File: src/rtl/div_pkg.sv
// Shared types and defaults for the iterative divider slice.
package div_pkg;

    localparam int DIV_WIDTH = 32;

    typedef enum logic [1:0] {
        IDLE,
        RUN,
        DONE
    } div_state_t;

endpackage

File: src/rtl/div_step.sv
// One radix-2 restoring iteration: shift {rem, quo} left, subtract divisor, keep or restore.
module div_step
    import div_pkg::*;
#(
    parameter int WIDTH = DIV_WIDTH
) (
    input  logic [WIDTH:0]   rem,
    input  logic [WIDTH-1:0] quo,
    input  logic [WIDTH-1:0] divisor,
    output logic [WIDTH:0]   rem_next,
    output logic [WIDTH-1:0] quo_next
);

    logic [WIDTH+1:0] shifted;
    logic [WIDTH+1:0] trial;
    logic             trial_neg;

    // One guard bit above the partial remainder makes the trial's sign bit the borrow.
    always_comb begin
        shifted   = {rem, quo[WIDTH-1]};
        trial     = shifted - {2'b00, divisor};
        trial_neg = trial[WIDTH+1];
        rem_next  = trial_neg ? shifted[WIDTH:0] : trial[WIDTH:0];
        quo_next  = {quo[WIDTH-2:0], ~trial_neg};
    end

endmodule

File: src/rtl/iterative_divider.sv
// Multi-cycle restoring divider answering the ALU divide-start handshake; results feed HI/LO.
module iterative_divider
    import div_pkg::*;
#(
    parameter int WIDTH = DIV_WIDTH
) (
    input  logic             clk,
    input  logic             rst,
    input  logic             div_begin,
    input  logic             div_sign,
    input  logic             div_dividend_sign,
    input  logic [WIDTH-1:0] div_dividend,
    input  logic [WIDTH-1:0] div_divisor,
    output logic [WIDTH-1:0] div_quotient,
    output logic [WIDTH-1:0] div_remainder,
    output logic             div_done,
    output logic             div_busy
);

    localparam int CNT_W = $clog2(WIDTH) + 1;
    localparam logic [CNT_W-1:0] LAST_STEP = CNT_W'(WIDTH - 1);

    div_state_t       state;
    logic [CNT_W-1:0] cnt;
    logic [WIDTH:0]   rem_q;
    logic [WIDTH-1:0] quo_q;
    logic [WIDTH-1:0] divisor_q;
    logic             sign_q;
    logic             dividend_sign_q;
    logic [WIDTH:0]   rem_next;
    logic [WIDTH-1:0] quo_next;

    div_step #(
        .WIDTH(WIDTH)
    ) u_step (
        .rem     (rem_q),
        .quo     (quo_q),
        .divisor (divisor_q),
        .rem_next(rem_next),
        .quo_next(quo_next)
    );

    always_ff @(posedge clk or posedge rst) begin
        if (rst) begin
            state           <= IDLE;
            cnt             <= '0;
            rem_q           <= '0;
            quo_q           <= '0;
            divisor_q       <= '0;
            sign_q          <= 1'b0;
            dividend_sign_q <= 1'b0;
            div_quotient    <= '0;
            div_remainder   <= '0;
            div_done        <= 1'b0;
            div_busy        <= 1'b0;
        end else begin
            case (state)
                IDLE: begin
                    div_done <= 1'b0;
                    if (div_begin) begin
                        quo_q           <= div_dividend;
                        divisor_q       <= div_divisor;
                        rem_q           <= '0;
                        sign_q          <= div_sign;
                        dividend_sign_q <= div_dividend_sign;
                        cnt             <= '0;
                        div_busy        <= 1'b1;
                        state           <= RUN;
                    end
                end
                RUN: begin
                    // Dropping div_begin is a flush: abandon silently, keep old results.
                    if (!div_begin) begin
                        div_busy <= 1'b0;
                        state    <= IDLE;
                    end else begin
                        rem_q <= rem_next;
                        quo_q <= quo_next;
                        cnt   <= cnt + CNT_W'(1);
                        if (cnt == LAST_STEP) begin
                            div_quotient  <= sign_q ? -quo_next : quo_next;
                            div_remainder <= dividend_sign_q ? -rem_next[WIDTH-1:0]
                                                             : rem_next[WIDTH-1:0];
                            div_done      <= 1'b1;
                            state         <= DONE;
                        end
                    end
                end
                DONE: begin
                    div_done <= 1'b0;
                    div_busy <= 1'b0;
                    state    <= IDLE;
                end
                default: begin
                    div_done <= 1'b0;
                    div_busy <= 1'b0;
                    state    <= IDLE;
                end
            endcase
        end
    end

endmodule

File: config.mk
export PLATFORM = sky130hd
export DESIGN_NAME = iterative_divider
export DESIGN_NICKNAME = d
export VERILOG_FILES = /design/src/rtl/div_pkg.sv /design/src/rtl/div_step.sv /design/src/rtl/iterative_divider.sv
export SDC_FILE = /design/constraint.sdc
export NUM_CORES = 1
export LEC_CHECK = 0
export CORE_MARGIN = 3
export CORE_UTILIZATION = 27
export DETAILED_ROUTE_END_ITERATION = 12
export PLACE_DENSITY = 0.42
export SYNTH_ARGS = -nofsm -noshare
export SYNTH_HDL_FRONTEND = slang
export SYNTH_HIERARCHICAL = 1
export SYNTH_SLANG_ARGS = --single-unit
File: constraint.sdc
create_clock -name clk -period 6.6 [get_ports clk]
set_input_delay 0.66 -clock clk [delete_from_list [all_inputs] [get_ports clk]]
set_output_delay 0.66 -clock clk [all_outputs]
set_load 0.02 [all_outputs]
### Word level (Yosys, flattened, before mapping)

Cells that the tools add are included.

* register bits after elaboration: 173
* output and inout port bits: 66
* word-level logic and storage cells: 53

* add/sub/neg operators: 4
* equal/unequal tests: 7
* multiplexer cells: 22
* bitwise gates (word level): 1
* reductions and logical operators: 8

Operators by type and width (count)
* two-way mux 32 bit: 4
* two-way mux 33 bit: 3
* case mux 33 bit (2 select lines): 1
* negator 32 bit: 2
* case mux 32 bit (2 select lines): 1
* subtractor 34 x 32 -> 34 bit: 1
* two-way mux 6 bit: 2
* case mux 6 bit (2 select lines): 1
* inequality test 2 bit (second input constant): 4
* AND reduction 2 bit: 4
* adder 6 x 1 -> 6 bit (second input constant): 1
* equality test 6 x 5 -> 1 bit (second input constant): 1
* two-way mux 2 bit: 3
* AND reduction 3 bit: 2
* two-way mux 1 bit: 5
* case mux 2 bit (2 select lines): 1
* inequality test 3 bit (second input constant): 1
* equality test 2 x 1 -> 1 bit (second input constant): 1
* logical NOT 2 bit: 1
* case mux 1 bit (2 select lines): 1
* nonzero test 2 bit: 1
* inverter 1 bit: 1

### Longest topological paths before layout

Gate-level depths: netlist (run 1).

* depth in word-level cells: 4
* depth in mapped cells: 20
* gate-level depth less buffers: 17

### Cells and area by module

The synthesis (run 1) kept the hierarchy.

By module, submodules not included
* iterative_divider: instances 1, cells each 800, area each 8012.7 um^2
* div_step: instances 1, cells each 337, area each 2446.1 um^2

### Worst setup path before layout (run 1)

OpenSTA, ideal clock, no wires.

* path kind: register to register
* from: register rem_q[5]
* to: register div_remainder[31]
* setup time: 0.133 ns
* data arrival time: 4.199 ns
* path slack: 2.268 ns
* cell stages (with the launch flop): 17
* buffers on the path: 2
* period minus slack after synthesis: 4.332 ns
* path through: dfrtp_1 ha_1 clkbuf_1 nand2_1 or3b_1 a211oi_2 o31ai_1 and3_4 o31ai_4 xor2_1 buf_4 mux2_1 or4_1 or3_1 o41ai_1 xor2_1 o21ai_0

* word-level cells in the longest chain between the ends: 4

RTL lines
* from (decl): RTL line iterative_divider.sv:25 `logic [WIDTH:0] rem_q;`
* from (signal assigned): RTL line iterative_divider.sv:77 `rem_q <= rem_next;`
* subtractor 34 x 32 -> 34 bit: RTL line div_step.sv:21 `trial = shifted - {2'b00, divisor};`
* two-way mux 33 bit: RTL line div_step.sv:23 `rem_next = trial_neg ? shifted[WIDTH:0] : trial[WIDTH:0];`
* via rem_next[26]: RTL line iterative_divider.sv:30 `logic [WIDTH:0] rem_next;`
* negator 32 bit: RTL line iterative_divider.sv:82 `div_remainder <= dividend_sign_q ? -rem_next[WIDTH-1:0]`
* two-way mux 32 bit: RTL line iterative_divider.sv:82
* to (signal assigned): RTL line iterative_divider.sv:82
* to (decl): RTL line iterative_divider.sv:15 `output logic [WIDTH-1:0] div_remainder,`

The timed path passes the listed nets, and every way through them passes these cells.
A chain may end at the register's enable or synchronous reset.

### Worst setup path in the final report (run 1)

* from: register rem_q[13]
* to: register div_remainder[31]

Same word-level chain as after synthesis.

==> implementation parameters, run 1 <==
Parameter                              Value

Run status
  Status    complete, no violations

Synthesis
  Async S/R FF share, synth    100%
  Cell area after technology mapping    10,500 sq um
  Simple-gate share of the synthesized area    15.2%
  Synthesis-stage register bit count    173
  Cells after Synth    1,137
  Area share of the leading cell type in the synthesized netlist    41.4%
  Synth Area in Compound Gates    15.6%
  Dominant register cell in the synthesized netlist    dfrtp_1
  Proportion of synthesized area in mux cells    9.79%
  Arithmetic-cell share of the synthesized area counting full adders, half adders and majority gates    4.38%
  Synth area leaders    dfrtp_1 (41%), nand2_1 (7.0%), xor2_1 (5.6%)
  Number of flops mapped to enable cells by yosys    0
  Dominant cell by count in the synthesized netlist    nand2_1
  Largest family of logic cells by synthesized area    compound AO/OA/AOI/OAI gates
  Unique cell type count in the Yosys netlist    63
  Post-synthesis sequential area ratio    41.4%
  Warnings, synthesis    6
  Xor and xnor fraction of the mapped netlist area    7.45%
  Post-Syn Nets    1,242
  Most common library cells after synthesis    nand2_1 (196), dfrtp_1 (173), o21ai_0 (117)
  Leading area contributor after synthesis    dfrtp_1
  Avg Cell Area, Syn    9.20 sq um

Min path
  Worst Min Path Start    div_remainder[5]$_DFFE_PP0P_
  Worst min-delay path category    reg2reg
  End of the worst hold path    div_remainder[5]$_DFFE_PP0P_
  Worst Hold Depth    2

Pwr
  Power density cells    408 nW/um^2
  Combinational share of power    53.0%
  Sequential share of power    26.4%
  Total net switching power    2.32 mW
  Power consumption    5.18 mW
  Switching part of the total power    44.8%
  Internal power contribution    2.86 mW
  Clock network fraction of design power    20.6%
  Maximum vdd ir drop    0.204 mV
  Pleak    5.82 nW

Floorplanning
  Die width    203 microns
  Initial Utilization    27.6%
  I/O pin total    135
  Chip height    203 microns
  Area of the die    41,100 sq um
  Core area    37,900 sq um
  # rows    71

Global routing
  Maximum number of pins on one net before global-route repair    117
  Number of antenna violations at the first check in global routing    5
  Global-route wire length before repair    48,100 microns
  GRT Util Overall    14.9%
  Total congestion overflow    0
  Vias in the first global route    8,214

Placement
  Cell Count Post-Placement    1,699
  Global placer's final weighted congestion    0.794
  Placed inst area    12,100 sq um
  HPWL after DPL    21,800 microns
  Count of input and output buffers    134

Timing
  Minimum period implied by the final worst setup slack    5.58 ns
  Worst slew margin    26.0%
  Final worst path period share    84.5%
  Setup repair after global routing missed its margin    false
  Worst Tran Pin Value    1.11 ns
  Final sum of negative setup slack    0 ns
  Largest clock skew in the final design    0.0193 ns
  Max Fclk    0.179 GHz
  Hold Fails Final Rpt    0
  Max Slew Vio Count    0
  Final-report setup violation count    0

Routing
  Total Wirelength    30,600 microns
  Via count    8,191
  Routed vias/inst    4.73
  Count of unresolved DRC violations after routing    0
  Count of antenna-violating nets left after detailed routing    0
  Initial detailed-routing violation count    434
  Post-detailed-route wirelength per cell    17.6 microns
  Pre-Repair DR Iteration Count    5

Setup path
  Internal reg-to-reg setup slack    1.02 ns
  Critical path start-end classification    reg2reg
  Cell-by-cell trace of the critical path    ha_1 -> nand4_1 -> or3b_1 -> a211oi_2 -> o31ai_1 -> and3_4 -> o31ai_4 -> xor2_4 -> buf_4 -> mux2_1 -> nor4_1 -> nand4b_1 -> o41ai_1 -> xor2_1 -> o21ai_0
  Crit-path max FO    32
  Critical path launch point type    flip-flop
  Start of the worst register-to-register path    rem_q[13]$_DFFE_PP0P_
  Reg2Reg Capture Point    div_remainder[31]$_DFFE_PP0P_
  Number of cells on the worst reg-to-reg path    15
  First element of the critical path    rem_q[13]$_DFFE_PP0P_
  Critical path's largest stage delay    0.59 ns
  Type of element capturing the critical path    flip-flop
  Slowest cell on crit path    o41ai_1
  Crit path required time    6.89 ns
  Arrival time worst endpoint    5.87 ns

CTS
  Clock Tree Buf Depth    2
  Reg clk slew, reported paths    0.08 ns
  Clock Latency Late Sink    0.45 ns
  CTS tree    built
  Clock sink total    173
  Number of instances resized during post-cts repair    0
  CTS Buf Count    17
  Root cell of the clock tree    clkbuf_16
  Number of buffers inserted to repair setup after CTS    0
  Number of levels the H-tree was split into    4
  Hold-fix buffers at CTS    0

Layout
  Net count, final    1,312
  Layout cells sized above 1    8.03%
  Filler-free cell count of the finished design    1,732
  Finished layout cell area    12,700 sq um
  Fillcell total    3,958
  Area growth from synthesis to final layout    21.3%
  Final cell utilization of the core    33.4%

Job
  Number of maximum-capacitance violations    0
==> area by class of cell <==
cell class / instances / area (sq um) / area share, %
clock inverters: 13 / 154 / 1.21
clock buffers: 19 / 453 / 3.57
inverters: 44 / 170 / 1.34
repair buffers: 143 / 1410 / 11.1
multi-input cells: 828 / 5530 / 43.6
well taps: 511 / 639 / 5.04
flip-flops and latches: 173 / 4330 / 34.2
diodes: 1 / 2.50 / 0.0197
==> worst max-delay path: cells and delay by family, from the launching register on <==
kind,cells,cell delay (ns)
DFF,1,0.41
adders and majority gates,1,0.43
muxes,1,0.43
and+or+nand+nor,5,1.88
xor gates and xnor gates,2,0.35
AOI/OAI and AO/OA,5,1.50
buffers and inverters,1,0.41
==> worst max-delay path by stage <==
| stage | end | cells after the start |
|---|---|---|
| floorplan | cnt[0]$_DFFE_PP0P_ | 1 |
| global placement | div_remainder[31]$_DFFE_PP0P_ | 16 |
| detailed placement | div_remainder[31]$_DFFE_PP0P_ | 16 |
| CTS | div_remainder[31]$_DFFE_PP0P_ | 16 |
| global route | div_remainder[31]$_DFFE_PP0P_ | 15 |
| finish | div_remainder[31]$_DFFE_PP0P_ | 15 |
==> cell families (layout without fill, tap and decap cells) <==
group                      count (synthesis)  count (layout)
AOI/OAI and AO/OA                        260             260
and+or+nand+nor                          348             348
muxes                                     95              95
xor gates and xnor gates                  89              89
other                                      0               1
DFF                                      173             173
adders and majority gates                 36              36
buffers and inverters                    136             219
==> layout by cell type, fill, tap and decap left out, types with 22 or more instances in the layout <==
cell             count
nand2_1            195
dfrtp_1            172
clkdlybuf4s50_1    134
o21ai_0            117
xor2_1              66
nand3_1             45
inv_1               43
mux2_2              38
mux2i_1             37
a21oi_1             37
nor2_1              36
ha_1                35
o31ai_1             26
a21o_1              25
xnor2_1             22
==> per-layer routing <==
layer	vias to the layer above	global-route usage, %	part of all wire [%]
li1	4076	-	-
met1	3950	20.5	48
met5	-	0	0.18
met3	24	3.59	4.4
met4	8	3.49	1.1
met2	133	23.7	46
==> metrics by stage <==
stage / setup slack [ns] / hold WS [ns]
6_report: 1.02 / 0.477
5_1_grt: 0.782 / 0.498
4_1_cts: 1.05 / 0.486
3_5_place_dp: 1.06 / 0.469
3_3_place_gp: 1.15 / 0.463
2_1_floorplan: 1.25 / 0.429
==> power by group through the flow <==
stage / combinational, mW / clock [mW] / sequential, mW
6_report: 2.74 / 1.07 / 1.37
5_1_grt: 3.05 / 1.16 / 1.39
4_1_cts: 2.77 / 1.12 / 1.37
3_5_place_dp: 2.76 / 0 / 1.39
3_3_place_gp: 2.76 / 0 / 1.39
2_1_floorplan: 2.15 / 0 / 1.30
==> state kept, by name (all words and copies together) (netlist names) <==
signal,flops
sign_q,1
divisor_q,32
rem_q,33
state,2
div_remainder,32
dividend_sign_q,1
cnt,6
div_done,1
div_busy,1
quo_q,32
div_quotient,32
(Power assumes the default switching activity.)
==> run 2: changes to the inputs <==
==> constraint.sdc (replaced) <==
create_clock -name clk -period 5.3 [get_ports clk]
set_input_delay 0.53 -clock clk [delete_from_list [all_inputs] [get_ports clk]]
set_output_delay 0.53 -clock clk [all_outputs]
set_load 0.02 [all_outputs]
==> implementation parameters, run 2 (synthesis results as in run 1) <==
Parameter                              Value

Run status
  Status    complete, no violations

Pwr
  Combinational share of power    59.6%
  Sequential share of power    22.9%
  Switching part of the total power    42.9%
  Total net switching power    3.18 mW
  Internal power contribution    4.23 mW
  Clock network fraction of design power    17.5%
  Power consumption    7.41 mW
  Maximum vdd ir drop    0.294 mV
  Pleak    6.16 nW
  Power density cells    561 nW/um^2

CTS
  Clock Tree Buf Depth    2
  CTS tree    built
  Clock sink total    173
  Hold-fix buffers at CTS    0
  CTS Buf Count    17
  Reg clk slew, reported paths    0.08 ns
  Root cell of the clock tree    clkbuf_16
  Number of levels the H-tree was split into    4
  Clock Latency Late Sink    0.45 ns

Layout
  Fillcell total    3,944
  Filler-free cell count of the finished design    1,801
  Top library cells by usage in the layout, fill and taps aside    nand2_1 (195), dfrtp_1 (172), clkdlybuf4s50_1 (134), o21ai_0 (117), buf_4 (76)
  Reg with most FFs    rem_q
  Largest register FFs    33
  Layout cells sized above 1    13.0%
  Most frequent standard cell in the layout excluding fill and tap cells    nand2_1
  Area growth from synthesis to final layout    26.4%
  Net count, final    1,381

Placement
  Count of input and output buffers    134
  Cell Count Post-Placement    1,762
  HPWL after DPL    22,300 microns
  Worst setup timing slack at the placement stage    -0.0385 ns
  Global placer's final weighted congestion    0.800

Setup path
  Slowest cell on crit path    dfrtp_1
  Cell repeated most along the worst path    buf_4
  Crit path required time    5.59 ns
  Number of cells on the worst reg-to-reg path    19
  Critical path start-end classification    reg2reg
  Cell-by-cell trace of the critical path    ha_1 -> and3_1 -> or3b_1 -> a211oi_2 -> o31ai_1 -> buf_4 -> and3_4 -> o31ai_4 -> xor2_4 -> buf_4 -> buf_4 -> mux2_1 -> nor4_1 -> buf_4 -> nand2b_1 -> buf_4 -> o41ai_1 -> xor2_1 -> o21ai_0
  Critical path launch point type    flip-flop
  Critical path's largest stage delay    0.42 ns
  CP Depth    19
  Number of buffer and inverter instances along the worst setup path    5
  Crit-path max FO    8
  Type of element capturing the critical path    flip-flop
  Arrival time worst endpoint    5.35 ns
  CP top delay family    simple AND/OR/NAND/NOR gates

Floorplanning
  Initial Utilization    27.6%
  Chip height    203 microns
  Core area    37,900 sq um
  Die width    203 microns
  Area of the die    41,100 sq um
  # rows    71
  I/O pin total    135

Global routing
  Maximum number of pins on one net before global-route repair    90
  GRT Util Overall    15.3%
  Total congestion overflow    0
  Global-route wire length before repair    49,700 microns
  Vias in the first global route    8,663
  Number of antenna violations at the first check in global routing    5

Timing
  Crit path setup slack, layout    0.244 ns
  Max Fclk    0.198 GHz
  Final sum of negative setup slack    0 ns
  Worst slew margin    28.7%
  Minimum period implied by the final worst setup slack    5.06 ns
  Final-report setup violation count    0
  Largest clock skew in the final design    0.0190 ns
  Max Slew Vio Count    0
  Setup repair after global routing missed its margin    false
  Worst Tran Pin Value    1.07 ns
  Hold Fails Final Rpt    0
  Final worst path period share    95.4%

Routing
  Via count    8,383
  Post-detailed-route wirelength per cell    17.1 microns
  Count of unresolved DRC violations after routing    0
  Count of antenna-violating nets left after detailed routing    0
  Initial detailed-routing violation count    330
  Total Wirelength    30,800 microns
  Pre-Repair DR Iteration Count    4
  Routed vias/inst    4.65

Min path
  Worst min-delay path category    reg2reg
  Worst Hold Depth    2

Job
  Number of maximum-capacitance violations    0
## run 2: per-layer routing
metal  global-route usage, %  wire, microns  vias to the layer above
li1                        -              -                     4221
met1                    21.4          15100                     3996
met2                    23.9          13900                      128
met3                    3.70           1320                       30
met4                    3.84            467                        8
met5                       0             61                        -
## run 2: power groups by stage
stage	Combinational (mW)	Clock (mW)	Sequential, mW
2_1_floorplan	2.68	0	1.62
5_1_grt	4.88	1.41	1.73
3_3_place_gp	4.27	0	1.72
3_5_place_dp	4.26	0	1.72
6_report	4.41	1.30	1.70
4_1_cts	4.44	1.36	1.70
## run 2: worst reg2reg max path: stages (launching register included)
cell and delay [ns]:
dfrtp_1 0.42, ha_1 0.39, and3_1 0.21, or3b_1 0.37, a211oi_2 0.31, o31ai_1 0.12, buf_4 0.16, and3_4 0.20
o31ai_4 0.26, xor2_4 0.25, buf_4 0.25, buf_4 0.15, mux2_1 0.32, nor4_1 0.32, buf_4 0.18, nand2b_1 0.06
buf_4 0.14, o41ai_1 0.36, xor2_1 0.31, o21ai_0 0.12
## run 2: worst paths after layout
kind                                         startpoint                            end  slack, ns
setup / recovery                   rem_q[9]$_DFFE_PP0P_  div_remainder[20]$_DFFE_PP0P_       0.24
hold reg to reg            div_remainder[7]$_DFFE_PP0P_   div_remainder[7]$_DFFE_PP0P_       0.48
max in group asynchronous                           rst       divisor_q[4]$_DFFE_PP0P_       3.59
setup reg to reg                   rem_q[9]$_DFFE_PP0P_  div_remainder[20]$_DFFE_PP0P_       0.24
min in group asynchronous                           rst          rem_q[24]$_DFFE_PP0P_       0.63
hold / removal             div_remainder[7]$_DFFE_PP0P_   div_remainder[7]$_DFFE_PP0P_       0.48
## run 2: cell type report
type / instances / area, sq um / area share [%]
inverters: 44 / 170 / 1.29
well taps: 511 / 639 / 4.84
flip-flops and latches: 173 / 4330 / 32.8
clock buffers: 17 / 425 / 3.22
clock inverters: 15 / 168 / 1.27
repair buffers: 212 / 1950 / 14.8
diodes: 1 / 2.50 / 0.0189
multi-input cells: 828 / 5530 / 41.8
## run 2: timing repair
action,4_1_cts,5_1_grt
gates cloned,0,0
resized for setup,0,1
setup endpoints to repair,5,1
setup buffers,6,0
pin swaps,0,0
## run 2: stage by stage
step                      cell area [sq um]  hold slack, ns  util (%)
final                                 13200           0.478      34.9
after global routing                  13200           0.506      34.8
after CTS                             13200           0.488      34.8
after detailed placement              12600           0.472      33.1
after global placement                12600           0.464      33.1
after floorplan                       10500           0.429         -
